<file path="config.mk">
export PLATFORM = sky130hd
export DESIGN_NAME = sub32_pipe
export DESIGN_NICKNAME = d
export VERILOG_FILES = /design/src/rtl/sub_pkg.sv /design/src/rtl/sub4_cla.sv /design/src/rtl/sub32_pipe.sv
export SDC_FILE = /design/constraint.sdc
export NUM_CORES = 1
export LEC_CHECK = 0
export ABC_CLOCK_PERIOD_IN_PS = 4700
export CORE_UTILIZATION = 47
export DETAILED_ROUTE_END_ITERATION = 8
export PLACE_DENSITY = 0.81
export SLEW_MARGIN = 20
export SYNTH_ARGS = -nofsm -noshare
export SYNTH_HDL_FRONTEND = slang
export SYNTH_HIERARCHICAL = 1
export SYNTH_SLANG_ARGS = --single-unit
export TNS_END_PERCENT = 100
</file>
<file path="constraint.sdc">
create_clock -name clk -period 4.7 [get_ports clk]
set_input_delay 0.94 -clock clk [delete_from_list [all_inputs] [get_ports clk]]
set_output_delay 0.94 -clock clk [all_outputs]
set_load 0.05 [all_outputs]
</file>
<file path="src/rtl/sub_pkg.sv">
// sub_pkg: shared widths and flag bundle for the pipelined subtractor
package sub_pkg;
  localparam int WIDTH = 32;
  localparam int SLICE_W = 4;
  localparam int HALF_W = WIDTH / 2;
  typedef struct packed {
    logic borrow;
    logic ovf;
    logic zero;
    logic lt_s;
  } flags_t;
endpackage

</file>
<file path="src/rtl/sub4_cla.sv">
// sub4_cla: 4-bit carry-lookahead slice computing x + y + cin; y arrives already inverted
module sub4_cla (
  input  logic [3:0] x,
  input  logic [3:0] y,
  input  logic       cin,
  output logic [3:0] sum,
  output logic       c3,
  output logic       c4
);
  logic [3:0] g, p;
  logic [4:0] c;
  assign g = x & y;
  assign p = x ^ y;
  assign c[0] = cin;
  assign c[1] = g[0] | (p[0] & c[0]);
  assign c[2] = g[1] | (p[1] & g[0]) | (&p[1:0] & c[0]);
  assign c[3] = g[2] | (p[2] & g[1]) | (&p[2:1] & g[0]) | (&p[2:0] & c[0]);
  assign c[4] = g[3] | (p[3] & g[2]) | (&p[3:2] & g[1]) | (&p[3:1] & g[0]) | (&p & c[0]);
  assign sum = p ^ c[3:0];
  assign c3 = c[3];
  assign c4 = c[4];
endmodule

</file>
<file path="src/rtl/sub32_pipe.sv">
// sub32_pipe: two-stage a - b (a + ~b + 1) with low half in stage 1, high half and flags in stage 2
module sub32_pipe
  import sub_pkg::*;
#(
  parameter int WIDTH = sub_pkg::WIDTH
) (
  input  logic             clk,
  input  logic             rst_n,
  input  logic             in_valid,
  output logic             in_ready,
  input  logic [WIDTH-1:0] in_a,
  input  logic [WIDTH-1:0] in_b,
  output logic             out_valid,
  input  logic             out_ready,
  output logic [WIDTH-1:0] out_diff,
  output logic             out_borrow,
  output logic             out_ovf,
  output logic             out_zero,
  output logic             out_lt_s
);
  localparam int H = WIDTH / 2;
  localparam int N = H / SLICE_W;
  logic s1_valid, s2_valid, s1_adv, s1_c;
  logic [H-1:0] s1_lo, s1_a_hi, s1_nb_hi, lo_sum, hi_sum, nb_lo;
  logic [N:0] lc, hc;
  logic [N-1:0] hc3;
  logic [WIDTH-1:0] diff;
  flags_t flags;
  assign s1_adv = !s2_valid || out_ready;
  assign in_ready = !s1_valid || s1_adv;
  assign nb_lo = ~in_b[H-1:0];
  assign lc[0] = 1'b1;
  assign hc[0] = s1_c;
  for (genvar i = 0; i < N; i++) begin : g_slices
    sub4_cla u_lo (.x(in_a[i*SLICE_W +: SLICE_W]), .y(nb_lo[i*SLICE_W +: SLICE_W]), .cin(lc[i]),
                   .sum(lo_sum[i*SLICE_W +: SLICE_W]), .c3(), .c4(lc[i+1]));
    sub4_cla u_hi (.x(s1_a_hi[i*SLICE_W +: SLICE_W]), .y(s1_nb_hi[i*SLICE_W +: SLICE_W]), .cin(hc[i]),
                   .sum(hi_sum[i*SLICE_W +: SLICE_W]), .c3(hc3[i]), .c4(hc[i+1]));
  end
  assign diff = {hi_sum, s1_lo};
  always_ff @(posedge clk or negedge rst_n) begin
    if (!rst_n) begin
      s1_valid <= 1'b0;
      s1_lo    <= '0;
      s1_c     <= 1'b0;
      s1_a_hi  <= '0;
      s1_nb_hi <= '0;
    end else if (in_ready) begin
      s1_valid <= in_valid;
      if (in_valid) begin
        s1_lo    <= lo_sum;
        s1_c     <= lc[N];
        s1_a_hi  <= in_a[WIDTH-1:H];
        s1_nb_hi <= ~in_b[WIDTH-1:H];
      end
    end
  end
  // borrow is the inverted final carry; ovf compares carries into and out of the MSB
  always_ff @(posedge clk or negedge rst_n) begin
    if (!rst_n) begin
      s2_valid <= 1'b0;
      out_diff <= '0;
      flags    <= '0;
    end else if (s1_adv) begin
      s2_valid <= s1_valid;
      if (s1_valid) begin
        out_diff     <= diff;
        flags.borrow <= ~hc[N];
        flags.ovf    <= hc3[N-1] ^ hc[N];
        flags.zero   <= ~|diff;
        flags.lt_s   <= diff[WIDTH-1] ^ (hc3[N-1] ^ hc[N]);
      end
    end
  end
  assign out_valid = s2_valid;
  assign out_borrow = flags.borrow;
  assign out_ovf = flags.ovf;
  assign out_zero = flags.zero;
  assign out_lt_s = flags.lt_s;
endmodule

</file>
==> load_flow_metrics.sql, run 1 <==
INSERT INTO impl_metrics (metric_group, metric, value, unit) VALUES
('clock_network', 'cts.sinks', '87', ''),
('clock_network', 'ctsRootBufferMaster', 'sky130_fd_sc_hd__clkbuf_8', ''),
('sta', 'timing_worst_slew_pin_value', '0.888', 'ns'),
('route', 'viasPerCell', '5.03', ''),
('sta', 'fmaxAchievable', '241', 'MHz'),
('grt', 'global_route.usage.total', '0.184', ''),
('cells_and_area', 'finalInstanceArea', '5970', 'sq um'),
('outcome', 'run_status', 'finished clean', ''),
('sta', 'timing.clock.skew', '0.0109', 'ns'),
('power', 'leakagePower', '2.77', 'nW'),
('cells_and_area', 'finish.net_count', '562', ''),
('yosys', 'seq_area_frac_synth', '0.471', ''),
('grt', 'global_route_wire_length_before_repair', '14400', 'um'),
('placed_design', 'gpl.final_weighted_congestion', '0.743', ''),
('clock_network', 'cts_tree', 'done', ''),
('die', 'floorplan.die.height', '101', 'um'),
('grt', 'global_route.usage.met1', '0.218', ''),
('yosys', 'yosys_register_bits', '87', ''),
('placed_design', 'hpwl', '6440', 'um'),
('power', 'total_power_density_per_cell_area', '538', 'nW/um^2'),
('critical_path', 'worst_setup_path_end_kind', 'register', ''),
('yosys', 'avgSynthCellArea', '13.4', 'sq um'),
('clock_network', 'cts_buffer_depth', '2', ''),
('worst_hold_path', 'min-delay-path-class', 'reg -> reg', ''),
('yosys', 'top_cell_types_by_occurrence_after_synthesis', 'sky130_fd_sc_hd__dfrtp_1 (87), sky130_fd_sc_hd__mux2_2 (62), sky130_fd_sc_hd__ha_1 (32), sky130_fd_sc_hd__inv_1 (32), sky130_fd_sc_hd__xor2_1 (26)', ''),
('sta', 'fraction_of_the_cycle_the_final_worst_path_needs', '0.884', ''),
('yosys', 'synth_area_leaders', 'sky130_fd_sc_hd__dfrtp_1 (47%), sky130_fd_sc_hd__mux2_2 (15%), sky130_fd_sc_hd__ha_1 (8.7%)', ''),
('placed_design', 'placement.cell_area', '5740', 'sq um'),
('yosys', 'async_reset_ff_frac', '1.00', ''),
('sta', 'slew_headroom', '0.406', ''),
('yosys', 'yosys_most_used_dff', 'sky130_fd_sc_hd__dfrtp_1', ''),
('die', 'placementRows', '35', ''),
('route', 'totalWireLength', '8720', 'um'),
('flow_run', 'maxCapViolCount', '0', ''),
('power', 'switching_power', '1.27', 'mW'),
('sta', 'unrepaired_setup_endpoints_after_global_routing', 'no', ''),
('power', 'seqPwrFrac', '0.348', ''),
('power', 'internal_power', '1.94', 'mW'),
('grt', 'maximum_number_of_pins_on_one_net_before_global_route_repair', '88', ''),
('critical_path', 'worstPathRequired', '4.94', 'ns'),
('critical_path', 'cp_max_fanout', '2', ''),
('yosys', 'synth_top_cell_by_area', 'sky130_fd_sc_hd__dfrtp_1', ''),
('power', 'switching_share', '0.397', ''),
('sta', 'final.setup.tns', '0', 'ns'),
('cells_and_area', 'n_antenna_cell', '0', ''),
('clock_network', 'worstSkewPairLatency', '0.35', 'ns'),
('die', 'die_w', '101', 'um'),
('clock_network', 'cts_resized', '0', ''),
('route', 'drt_pass1_iterations', '4', ''),
('grt', 'grt_use_met2', '0.325', ''),
('power', 'total_power', '3.21', 'mW'),
('yosys', 'synth_top_area_frac', '0.471', ''),
('die', 'die_area', '10200', 'sq um'),
('cells_and_area', 'syn_to_final_growth', '29.2', '%'),
('yosys', 'number_of_enable_flip_flop_cells_after_synthesis', '0', ''),
('sta', 'period_minus_slack', '4.15', 'ns'),
('clock_network', 'path_clk_slew', '0.09', 'ns'),
('route', 'ant_nets', '0', ''),
('die', 'initial_standard_cell_utilization_of_the_core', '0.493', ''),
('power', 'combinationalPowerShare', '0.468', ''),
('sta', 'maxSlewViolCount', '0', ''),
('yosys', 'synthesis.instances', '345', ''),
('grt', 'grt_antenna_before_repair', '0', ''),
('grt', 'grt_overflow_total', '0', ''),
('clock_network', 'post_cts_hold_buffer_count', '0', ''),
('power', 'clock_power_share', '0.183', ''),
('yosys', 'number_of_distinct_library_cells_after_synthesis', '30', ''),
('yosys', 'synth-warning-count', '6', ''),
('sta', 'setup_violating_endpoint_count_in_the_final_report', '0', ''),
('route', 'drt-wirelength-per-cell', '14.9', 'um'),
('placed_design', 'buffer_ports.inserted', '105', '');
==> critical path: stages <==
cell and delay, ns:
sky130_fd_sc_hd__clkdlybuf4s50_1 0.45, sky130_fd_sc_hd__inv_1 0.06, sky130_fd_sc_hd__ha_1 0.30, sky130_fd_sc_hd__a211oi_2 0.28
sky130_fd_sc_hd__o21bai_2 0.12, sky130_fd_sc_hd__a21o_1 0.22, sky130_fd_sc_hd__a211oi_2 0.24, sky130_fd_sc_hd__o21bai_2 0.12
sky130_fd_sc_hd__a21o_1 0.22, sky130_fd_sc_hd__a211oi_2 0.25, sky130_fd_sc_hd__o21bai_2 0.12, sky130_fd_sc_hd__a21o_1 0.24
sky130_fd_sc_hd__a211oi_2 0.26, sky130_fd_sc_hd__o21bai_2 0.12, sky130_fd_sc_hd__a21o_1 0.18, sky130_fd_sc_hd__mux2_2 0.26
==> path summary, 6_finish.rpt <==
path | cells after the start | from | slack (ns) | endpoint
max in group asynchronous | 1 | rst_n | 3.52 | s1_lo[2]
max reg2reg | 16 | s1_nb_hi[0] | 0.71 | out_zero
max | 16 | in_b[0] | 0.55 | s1_c
min reg2reg | 1 | out_diff[30] | 0.51 | out_diff[30]
min in group asynchronous | 1 | rst_n | 0.64 | s1_nb_hi[8]
min | 1 | out_diff[30] | 0.51 | out_diff[30]
==> layout make-up <==
| cell class | count | area (sq um) |
|---|---|---|
| clock buffer | 12 | 165 |
| clock inverter | 3 | 65.1 |
| fill | 773 | 3400 |
| multi-input combinational | 219 | 2230 |
| tap | 129 | 161 |
| sequential | 87 | 2180 |
| timing repair buffer | 105 | 1050 |
| inverter | 32 | 120 |
==> metrics by stage <==
step	hold WS (ns)	utilization	setup WS, ns	std cells
floorplan	0.484	-	0.877	346
global placement	0.488	0.612	0.265	572
detailed placement	0.493	0.612	0.175	572
CTS	0.512	0.637	0.530	587
global route	0.529	0.637	0.352	587
finish	0.508	0.637	0.547	587
==> flip-flops by register name, summed over array words and instances, names as in the netlist <==
register    flops
out_diff       32
s1_a_hi        16
s1_lo          16
s1_nb_hi       16
out_borrow      1
out_lt_s        1
out_ovf         1
out_valid       1
out_zero        1
s1_c            1
s1_valid        1
==> power by group through the flow <==
| stage | Sequential, mW | Combinational (mW) | Clock (mW) |
|---|---|---|---|
| finish | 1.12 | 1.50 | 0.588 |
| global route | 1.15 | 1.60 | 0.635 |
| CTS | 1.12 | 1.52 | 0.609 |
| detailed placement | 1.13 | 1.51 | 0 |
| global placement | 1.13 | 1.48 | 0 |
| floorplan | 1.61 | 0.538 | 0 |
==> cells in the final DEF, fill, tap and decap left out, types with 5 or more instances in the layout <==
| master | netlist | final |
|---|---|---|
| sky130_fd_sc_hd__mux2i_1 | 16 | 16 |
| sky130_fd_sc_hd__mux2_4 | 5 | 5 |
| sky130_fd_sc_hd__ha_1 | 32 | 32 |
| sky130_fd_sc_hd__o21bai_2 | 8 | 8 |
| sky130_fd_sc_hd__nor4_1 | 8 | 8 |
| sky130_fd_sc_hd__clkdlybuf4s50_1 | 0 | 104 |
| sky130_fd_sc_hd__nor2_1 | 16 | 16 |
| sky130_fd_sc_hd__a211oi_2 | 8 | 8 |
| sky130_fd_sc_hd__mux2_2 | 62 | 62 |
| sky130_fd_sc_hd__inv_1 | 32 | 32 |
| sky130_fd_sc_hd__clkbuf_8 | 1 | 12 |
| sky130_fd_sc_hd__xor2_1 | 26 | 26 |
| sky130_fd_sc_hd__fa_1 | 8 | 8 |
| sky130_fd_sc_hd__a21o_1 | 8 | 8 |
| sky130_fd_sc_hd__o21ai_0 | 8 | 8 |
| sky130_fd_sc_hd__dfrtp_1 | 87 | 87 |
==> kinds of logic (layout without fill, tap and decap cells) <==
family | count (synthesis) | in the layout | synth area share
flip-flops | 87 | 87 | 0.471
multiplexers | 83 | 83 | 0.202
adder cells (fa/ha/maj) | 40 | 40 | 0.121
buffers and inverters | 40 | 152 | 0.0471
AO/OA/AOI/OAI | 36 | 36 | 0.0691
AND/OR/NAND/NOR | 32 | 32 | 0.0393
XOR/XNOR | 26 | 26 | 0.0493
other | 1 | 2 | 0.000812
==> layer usage <==
layer,up-vias,routed length [um]
met5,-,0
met4,0,99
met3,8,488
met2,74,4350
met1,1455,3780
li1,1414,-
(Power assumes the default switching activity.)
==> run 2, diff against run 1 <==
- ABC_CLOCK_PERIOD_IN_PS: 4700 -> 3420
- CORE_UTILIZATION: 47 -> 45
- clock period: 4.7 -> 3.42 ns (I/O delays scaled with it)
==> run 2 against run 1 <==
Effect of this change:
- the flow now finishes with violations (negative setup slack)
- cell count increased by 11%
- via count increased by 7.8%
- register-to-register slack got worse by 1.1 ns
- largest cell class unchanged
==> load_flow_metrics.sql, run 2 (synthesis results as in run 1) <==
INSERT INTO impl_metrics (metric_group, metric, value, unit) VALUES
('critical_path', 'setup.reg_to_reg.worst_slack', '-0.40', 'ns'),
('critical_path', 'worst_setup_path_end_kind', 'register', ''),
('die', 'initial_standard_cell_utilization_of_the_core', '0.468', ''),
('placed_design', 'buffer_ports.inserted', '105', ''),
('power', 'total_power_density_per_cell_area', '720', 'nW/um^2'),
('clock_network', 'cts_buffer_depth', '2', ''),
('route', 'drt_pass1_iterations', '4', ''),
('worst_hold_path', 'min-delay-path-class', 'in -> async', ''),
('sta', 'timing.clock.skew', '0.0122', 'ns'),
('clock_network', 'tritoncts.num_buffers', '9', ''),
('sta', 'fraction_of_the_cycle_the_final_worst_path_needs', '1.12', ''),
('route', 'ant_nets', '0', ''),
('clock_network', 'cts_tree', 'done', ''),
('die', 'io_pins', '106', ''),
('route', 'met3WireLength', '582', 'um'),
('cells_and_area', 'n_antenna_cell', '0', ''),
('die', 'placeableCoreArea', '9860', 'sq um'),
('clock_network', 'cts-htree-levels', '3', ''),
('grt', 'global_route_wire_length_before_repair', '16000', 'um'),
('route', 'viasPerCell', '4.89', ''),
('critical_path', 'r2r-start', 's1_a_hi[0]', ''),
('placed_design', 'gpl.final_weighted_congestion', '0.707', ''),
('cells_and_area', 'register_name_with_the_most_flops', 'out_diff', ''),
('die', 'placementRows', '36', ''),
('route', 'route.detailed.drc', '0', ''),
('critical_path', 'timing_worst_setup_path_type', 'reg -> reg', ''),
('route', 'dr.max_layer_used', 'met4', ''),
('flow_run', 'maxCapViolCount', '0', ''),
('cells_and_area', 'layout_commonest_cell', 'sky130_fd_sc_hd__clkdlybuf4s50_1', ''),
('critical_path', 'cp_max_fanout', '2', ''),
('sta', 'final.hold.worst_slack', '0.372', 'ns'),
('sta', 'unrepaired_setup_endpoints_after_global_routing', 'yes', ''),
('critical_path', 'startpoint_type_of_the_worst_setup_path', 'register', ''),
('cells_and_area', 'largest_register_ffs', '32', ''),
('grt', 'grt_antenna_before_repair', '0', ''),
('clock_network', 'worstSkewPairLatency', '0.36', 'ns'),
('sta', 'postLayoutSetupSlackWorst', '-0.396', 'ns'),
('cells_and_area', 'final_layout_size_suffix_gt1_frac', '0.355', ''),
('outcome', 'failed_checks', 'negative setup slack', ''),
('power', 'leakagePower', '3.08', 'nW'),
('clock_network', 'ctsRootBufferMaster', 'sky130_fd_sc_hd__clkbuf_8', ''),
('grt', 'maximum_number_of_pins_on_one_net_before_global_route_repair', '88', ''),
('route', 'met2_length', '5130', 'um'),
('route', 'drt_iter0_drc', '54', ''),
('critical_path', 'timing.critical_path.arrival', '4.07', 'ns'),
('sta', 'fmaxAchievable', '262', 'MHz'),
('die', 'floorplan.die.height', '103', 'um'),
('sta', 'slew_headroom', '0.398', ''),
('cells_and_area', 'filler_cell_count', '720', ''),
('power', 'irDropWorstVdd', '0.349', 'mV'),
('sta', 'period_minus_slack', '3.82', 'ns'),
('cells_and_area', 'leading_cell_types_in_the_layout_fill_and_taps_excluded', 'sky130_fd_sc_hd__clkdlybuf4s50_1 (96), sky130_fd_sc_hd__dfrtp_1 (87), sky130_fd_sc_hd__mux2_2 (59), sky130_fd_sc_hd__buf_4 (59)', ''),
('route', 'drt-wirelength-per-cell', '15.4', 'um'),
('clock_network', 'post_cts_hold_buffer_count', '0', ''),
('critical_path', 'r2r.worst_path.cells', '20', ''),
('sta', 'timing.final.hold_violations', '0', ''),
('grt', 'global_route.usage.total', '0.201', ''),
('clock_network', 'cts.sinks', '87', ''),
('outcome', 'run_status', 'finished with violations', ''),
('critical_path', 'critPathCapture', 'out_zero', ''),
('route', 'totalWireLength', '10000', 'um'),
('critical_path', 'r2r-end', 'out_zero', ''),
('critical_path', 'setup.worst_path.start', 's1_a_hi[0]', ''),
('route', 'routedLengthMet1', '4070', 'um'),
('placed_design', 'dp_worst_setup_slack', '-0.701', 'ns'),
('route', 'detailroute.via_count', '3182', ''),
('cells_and_area', 'syn_to_final_growth', '41.0', '%'),
('grt', 'first_global_vias', '3465', ''),
('grt', 'grt_overflow_total', '0', ''),
('sta', 'timing_worst_slew_pin_value', '0.900', 'ns'),
('sta', 'setup_violating_endpoint_count_in_the_final_report', '5', ''),
('cells_and_area', 'finish.net_count', '621', ''),
('clock_network', 'path_clk_slew', '0.09', 'ns'),
('die', 'die_w', '103', 'um'),
('critical_path', 'worstPathRequired', '3.67', 'ns'),
('placed_design', 'hpwl', '6610', 'um'),
('sta', 'maxSlewViolCount', '0', ''),
('die', 'die_area', '10700', 'sq um');
[run 2: metal layers]
layer,GRT usage,vias to the layer above
li1,-,1526
met1,0.222,1546
met2,0.369,90
met3,0.0477,20
met4,0.0823,0
met5,0,-
[run 2: where the power goes]
group | leakage, nW | internal (mW) | total (mW) | switching [mW]
clock | 0.112 | 0.450 | 0.810 | 0.360
sequential | 1.02 | 1.34 | 1.53 | 0.193
combinational | 1.96 | 1.05 | 2.35 | 1.30
[run 2: layout make-up]
type / instances / area (sq um) / area share
Multi-Input combinational cell: 219 / 2340 / 0.359
Sequential cell: 87 / 2180 / 0.334
Timing Repair Buffer: 164 / 1480 / 0.227
Tap cell: 133 / 166 / 0.0255
Clock buffer: 11 / 151 / 0.0232
Inverter: 32 / 123 / 0.0188
Clock inverter: 5 / 80.1 / 0.0123
[run 2: per-stage QoR]
step	setup TNS [ns]	power, mW	instance area [sq um]	util	std cells
CTS	-0.818	4.67	6450	0.653	646
global route	-2.66	4.95	6520	0.660	651
floorplan	-0.0692	2.95	4620	-	346
finish	-1.02	4.69	6520	0.660	651
detailed placement	-4.60	3.72	5920	0.600	600
global placement	-4.02	3.66	5920	0.600	600
[run 2: how the worst min path moves through the flow]
stage | cells past startpoint | slack [ns] | end
2_1_floorplan | 0 | 0.39 | out_borrow
3_3_place_gp | 1 | 0.49 | out_diff[17]
3_5_place_dp | 1 | 0.49 | out_diff[26]
4_1_cts | 1 | 0.51 | out_diff[26]
5_1_grt | 1 | 0.44 | s1_a_hi[8]
6_report | 1 | 0.37 | s1_a_hi[8]
[run 2: timing repair]
item,CTS,global route
setup buffers,30,6
endpoints found under the setup margin,9,15
gates resized for setup,27,19
pin swaps,21,18
[run 2: critical path, stage by stage (launching register included)]
cell	delay (ns)
sky130_fd_sc_hd__dfrtp_1	0.39
sky130_fd_sc_hd__ha_1	0.32
sky130_fd_sc_hd__a211oi_2	0.27
sky130_fd_sc_hd__o21bai_2	0.11
sky130_fd_sc_hd__a21o_1	0.19
sky130_fd_sc_hd__a211oi_2	0.25
sky130_fd_sc_hd__o21bai_2	0.10
sky130_fd_sc_hd__a21o_1	0.20
sky130_fd_sc_hd__a211oi_2	0.27
sky130_fd_sc_hd__buf_4	0.15
sky130_fd_sc_hd__buf_4	0.09
sky130_fd_sc_hd__buf_4	0.09
sky130_fd_sc_hd__buf_4	0.09
sky130_fd_sc_hd__buf_4	0.09
sky130_fd_sc_hd__buf_4	0.09
sky130_fd_sc_hd__buf_4	0.09
sky130_fd_sc_hd__nor2_1	0.04
sky130_fd_sc_hd__xor2_1	0.15
sky130_fd_sc_hd__nor4_1	0.29
sky130_fd_sc_hd__nand4_1	0.19
sky130_fd_sc_hd__o31ai_1	0.26
==> run 3, diff against run 2 <==
- RECOVER_POWER: not set -> 100
==> run 3 against run 2 <==
Effect of this change:
- sequential cell count is the same
- critical path type unchanged
- worst hold slack gained 0.13 ns
- die area is the same
- the flow finishes with violations (max-capacitance violations, max-slew violations, negative setup slack)
- critical endpoint unchanged
- sequential power is essentially flat
==> load_flow_metrics.sql, run 3 (synthesis results as in run 1) <==
INSERT INTO impl_metrics (metric_group, metric, value, unit) VALUES
('outcome', 'run_status', 'finished with violations', ''),
('outcome', 'failed_checks', 'max-capacitance violations, max-slew violations, negative setup slack', ''),
('placed_design', 'place.detailed.instances', '600', ''),
('placed_design', 'gpl.final_weighted_congestion', '0.707', ''),
('route', 'drt-wirelength-per-cell', '15.3', 'um'),
('flow_run', 'maxCapViolCount', '1', ''),
('placed_design', 'buffer_ports.inserted', '105', ''),
('critical_path', 'r2r.worst_path.cells', '20', ''),
('power', 'seqPwrFrac', '0.331', ''),
('critical_path', 'critPathCapture', 'out_zero', ''),
('worst_hold_path', 'holdPathStages', '1', ''),
('worst_hold_path', 'min-delay-path-class', 'reg -> reg', ''),
('sta', 'setup_violating_endpoint_count_in_the_final_report', '5', ''),
('grt', 'top_usage_layer', 'met2', ''),
('cells_and_area', 'utilization_after_layout', '0.657', ''),
('placed_design', 'hpwl', '6610', 'um'),
('power', 'switching_share', '0.400', ''),
('cells_and_area', 'syn_to_final_growth', '40.3', '%'),
('power', 'leakagePower', '3.07', 'nW'),
('route', 'viasPerCell', '4.92', ''),
('critical_path', 'worst_setup_path_end_kind', 'register', ''),
('cells_and_area', 'n_antenna_cell', '0', ''),
('die', 'placeableCoreArea', '9860', 'sq um'),
('critical_path', 'timing_worst_setup_path_type', 'reg -> reg', ''),
('power', 'clock_power_share', '0.176', ''),
('clock_network', 'cts_tree', 'done', ''),
('route', 'ant_nets', '0', ''),
('power', 'combinationalPowerShare', '0.492', ''),
('route', 'totalWireLength', '9970', 'um'),
('route', 'route.detailed.drc', '0', ''),
('clock_network', 'ctsRootBufferMaster', 'sky130_fd_sc_hd__clkbuf_8', ''),
('cells_and_area', 'filler_cell_count', '728', ''),
('sta', 'postLayoutSetupSlackWorst', '-0.381', 'ns'),
('die', 'die_area', '10700', 'sq um'),
('power', 'switching_power', '1.84', 'mW'),
('critical_path', 'r2r-start', 's1_a_hi[0]', ''),
('sta', 'timing_worst_slew_pin_value', '2.14', 'ns'),
('power', 'internal_power', '2.76', 'mW'),
('die', 'initial_standard_cell_utilization_of_the_core', '0.468', ''),
('sta', 'unrepaired_setup_endpoints_after_global_routing', 'yes', ''),
('clock_network', 'cts_buffer_depth', '2', ''),
('sta', 'fmaxAchievable', '263', 'MHz'),
('route', 'detailroute.via_count', '3201', ''),
('grt', 'first_global_vias', '3465', ''),
('sta', 'period_minus_slack', '3.80', 'ns'),
('clock_network', 'cts.sinks', '87', ''),
('die', 'die_w', '103', 'um'),
('grt', 'grt_use_met2', '0.369', ''),
('grt', 'grt_antenna_before_repair', '0', ''),
('power', 'total_power', '4.60', 'mW'),
('cells_and_area', 'leading_cell_types_in_the_layout_fill_and_taps_excluded', 'sky130_fd_sc_hd__dfrtp_1 (87), sky130_fd_sc_hd__mux2_2 (59), sky130_fd_sc_hd__buf_4 (59), sky130_fd_sc_hd__clkdlybuf4s50_1 (58), sky130_fd_sc_hd__dlygate4sd3_1 (38)', ''),
('grt', 'global_route.usage.met1', '0.222', ''),
('die', 'io_pins', '106', ''),
('cells_and_area', 'multi_input_area', '2320', 'sq um'),
('cells_and_area', 'register_name_with_the_most_flops', 'out_diff', ''),
('grt', 'grt_overflow_total', '0', ''),
('critical_path', 'timing.critical_path.arrival', '4.05', 'ns'),
('cells_and_area', 'final_cells', '651', ''),
('die', 'floorplan.die.height', '103', 'um'),
('cells_and_area', 'layout_commonest_cell', 'sky130_fd_sc_hd__dfrtp_1', ''),
('power', 'total_power_density_per_cell_area', '709', 'nW/um^2'),
('grt', 'global_route.usage.total', '0.201', ''),
('clock_network', 'tritoncts.num_buffers', '9', ''),
('critical_path', 'setup.worst_path.start', 's1_a_hi[0]', ''),
('cells_and_area', 'seqCellArea', '2180', 'sq um'),
('route', 'drt_iter0_drc', '49', ''),
('critical_path', 'startpoint_type_of_the_worst_setup_path', 'register', ''),
('sta', 'timing.clock.skew', '0.0129', 'ns'),
('clock_network', 'post_cts_hold_buffer_count', '0', ''),
('sta', 'maxSlewViolCount', '88', ''),
('sta', 'timing.final.hold_violations', '0', ''),
('clock_network', 'cts-htree-levels', '3', ''),
('cells_and_area', 'largest_register_ffs', '32', ''),
('critical_path', 'worstPathRequired', '3.67', 'ns'),
('grt', 'global_route_wire_length_before_repair', '16000', 'um'),
('route', 'drt_pass1_iterations', '4', ''),
('die', 'placementRows', '36', ''),
('power', 'irDropWorstVdd', '0.334', 'mV'),
('grt', 'grt_use_met3', '0.0477', ''),
('critical_path', 'r2r-end', 'out_zero', ''),
('cells_and_area', 'final_layout_size_suffix_gt1_frac', '0.346', ''),
('critical_path', 'setup.reg_to_reg.worst_slack', '-0.38', 'ns'),
('critical_path', 'cp_max_fanout', '2', ''),
('sta', 'slew_headroom', '-0.430', ''),
('sta', 'fraction_of_the_cycle_the_final_worst_path_needs', '1.11', ''),
('cells_and_area', 'finish.net_count', '621', ''),
('grt', 'maximum_number_of_pins_on_one_net_before_global_route_repair', '88', ''),
('clock_network', 'worstSkewPairLatency', '0.36', 'ns'),
('clock_network', 'path_clk_slew', '0.09', 'ns');
## run 3: changes by cell type in the layout (fill, tap and decap cells not counted), moves of 5 or more
cell / delta
sky130_fd_sc_hd__mux2_1: +5
sky130_fd_sc_hd__dlygate4sd3_1: +38
sky130_fd_sc_hd__mux2_4: -5
sky130_fd_sc_hd__clkdlybuf4s50_1: -38
## run 3: metal layers
layer | wire (um) | up-vias
li1 | - | 1530
met1 | 4020 | 1563
met5 | 0 | -
met3 | 604 | 20
met4 | 213 | 0
met2 | 5130 | 88
## run 3: power by group through the flow
stage	logic, mW	clock network (mW)	registers, mW
after floorplan	0.740	0	2.21
after global placement	2.12	0	1.54
after detailed placement	2.17	0	1.56
after CTS	2.30	0.830	1.54
after global routing	2.42	0.870	1.57
final	2.26	0.811	1.52
## run 3: final cells by class
cell class | instances | area share
clock buffers | 11 | 0.0233
clock inverters | 5 | 0.0123
inverters | 32 | 0.0189
multi-input cells | 219 | 0.357
flip-flops and latches | 87 | 0.336
well taps | 133 | 0.0257
repair buffers | 164 | 0.227
## run 3: worst max-delay path, stage by stage (launching register included)
cell	delay (ns)
sky130_fd_sc_hd__dfrtp_1	0.39
sky130_fd_sc_hd__ha_1	0.32
sky130_fd_sc_hd__a211oi_2	0.27
sky130_fd_sc_hd__o21bai_2	0.11
sky130_fd_sc_hd__a21o_1	0.19
sky130_fd_sc_hd__a211oi_2	0.25
sky130_fd_sc_hd__o21bai_2	0.10
sky130_fd_sc_hd__a21o_1	0.20
sky130_fd_sc_hd__a211oi_2	0.27
sky130_fd_sc_hd__buf_4	0.15
sky130_fd_sc_hd__buf_4	0.09
sky130_fd_sc_hd__buf_4	0.09
sky130_fd_sc_hd__buf_4	0.09
sky130_fd_sc_hd__buf_4	0.09
sky130_fd_sc_hd__buf_4	0.09
sky130_fd_sc_hd__buf_4	0.09
sky130_fd_sc_hd__nor2_1	0.04
sky130_fd_sc_hd__xor2_1	0.15
sky130_fd_sc_hd__nor4_1	0.28
sky130_fd_sc_hd__nand4_1	0.18
sky130_fd_sc_hd__o31ai_1	0.26
## run 3: metrics by stage
stage / area [sq um] / setup WS, ns / TNS (ns) / hold slack, ns
finish: 6480 / -0.381 / -0.998 / 0.502
global route: 6480 / -0.675 / -2.67 / 0.525
CTS: 6450 / -0.399 / -0.818 / 0.514
detailed placement: 5920 / -0.701 / -4.60 / 0.493
global placement: 5920 / -0.636 / -4.02 / 0.488
floorplan: 4620 / -0.0631 / -0.0692 / 0.388
## run 3: how the worst min path moves through the flow
stage / from / end / slack, ns
3_5_place_dp: out_diff[26] / out_diff[26] / 0.49
3_3_place_gp: out_diff[17] / out_diff[17] / 0.49
6_report: out_diff[11] / out_diff[11] / 0.50
5_1_grt: s1_a_hi[14] / s1_a_hi[14] / 0.53
2_1_floorplan: rst_n / out_borrow / 0.39
4_1_cts: out_diff[26] / out_diff[26] / 0.51
## run 3: repair_timing
| action | in CTS | in global routing |
|---|---|---|
| setup buffers | 30 | 6 |
| resized for setup | 27 | 19 |
| setup endpoints to repair | 9 | 15 |
| pin swaps | 21 | 18 |
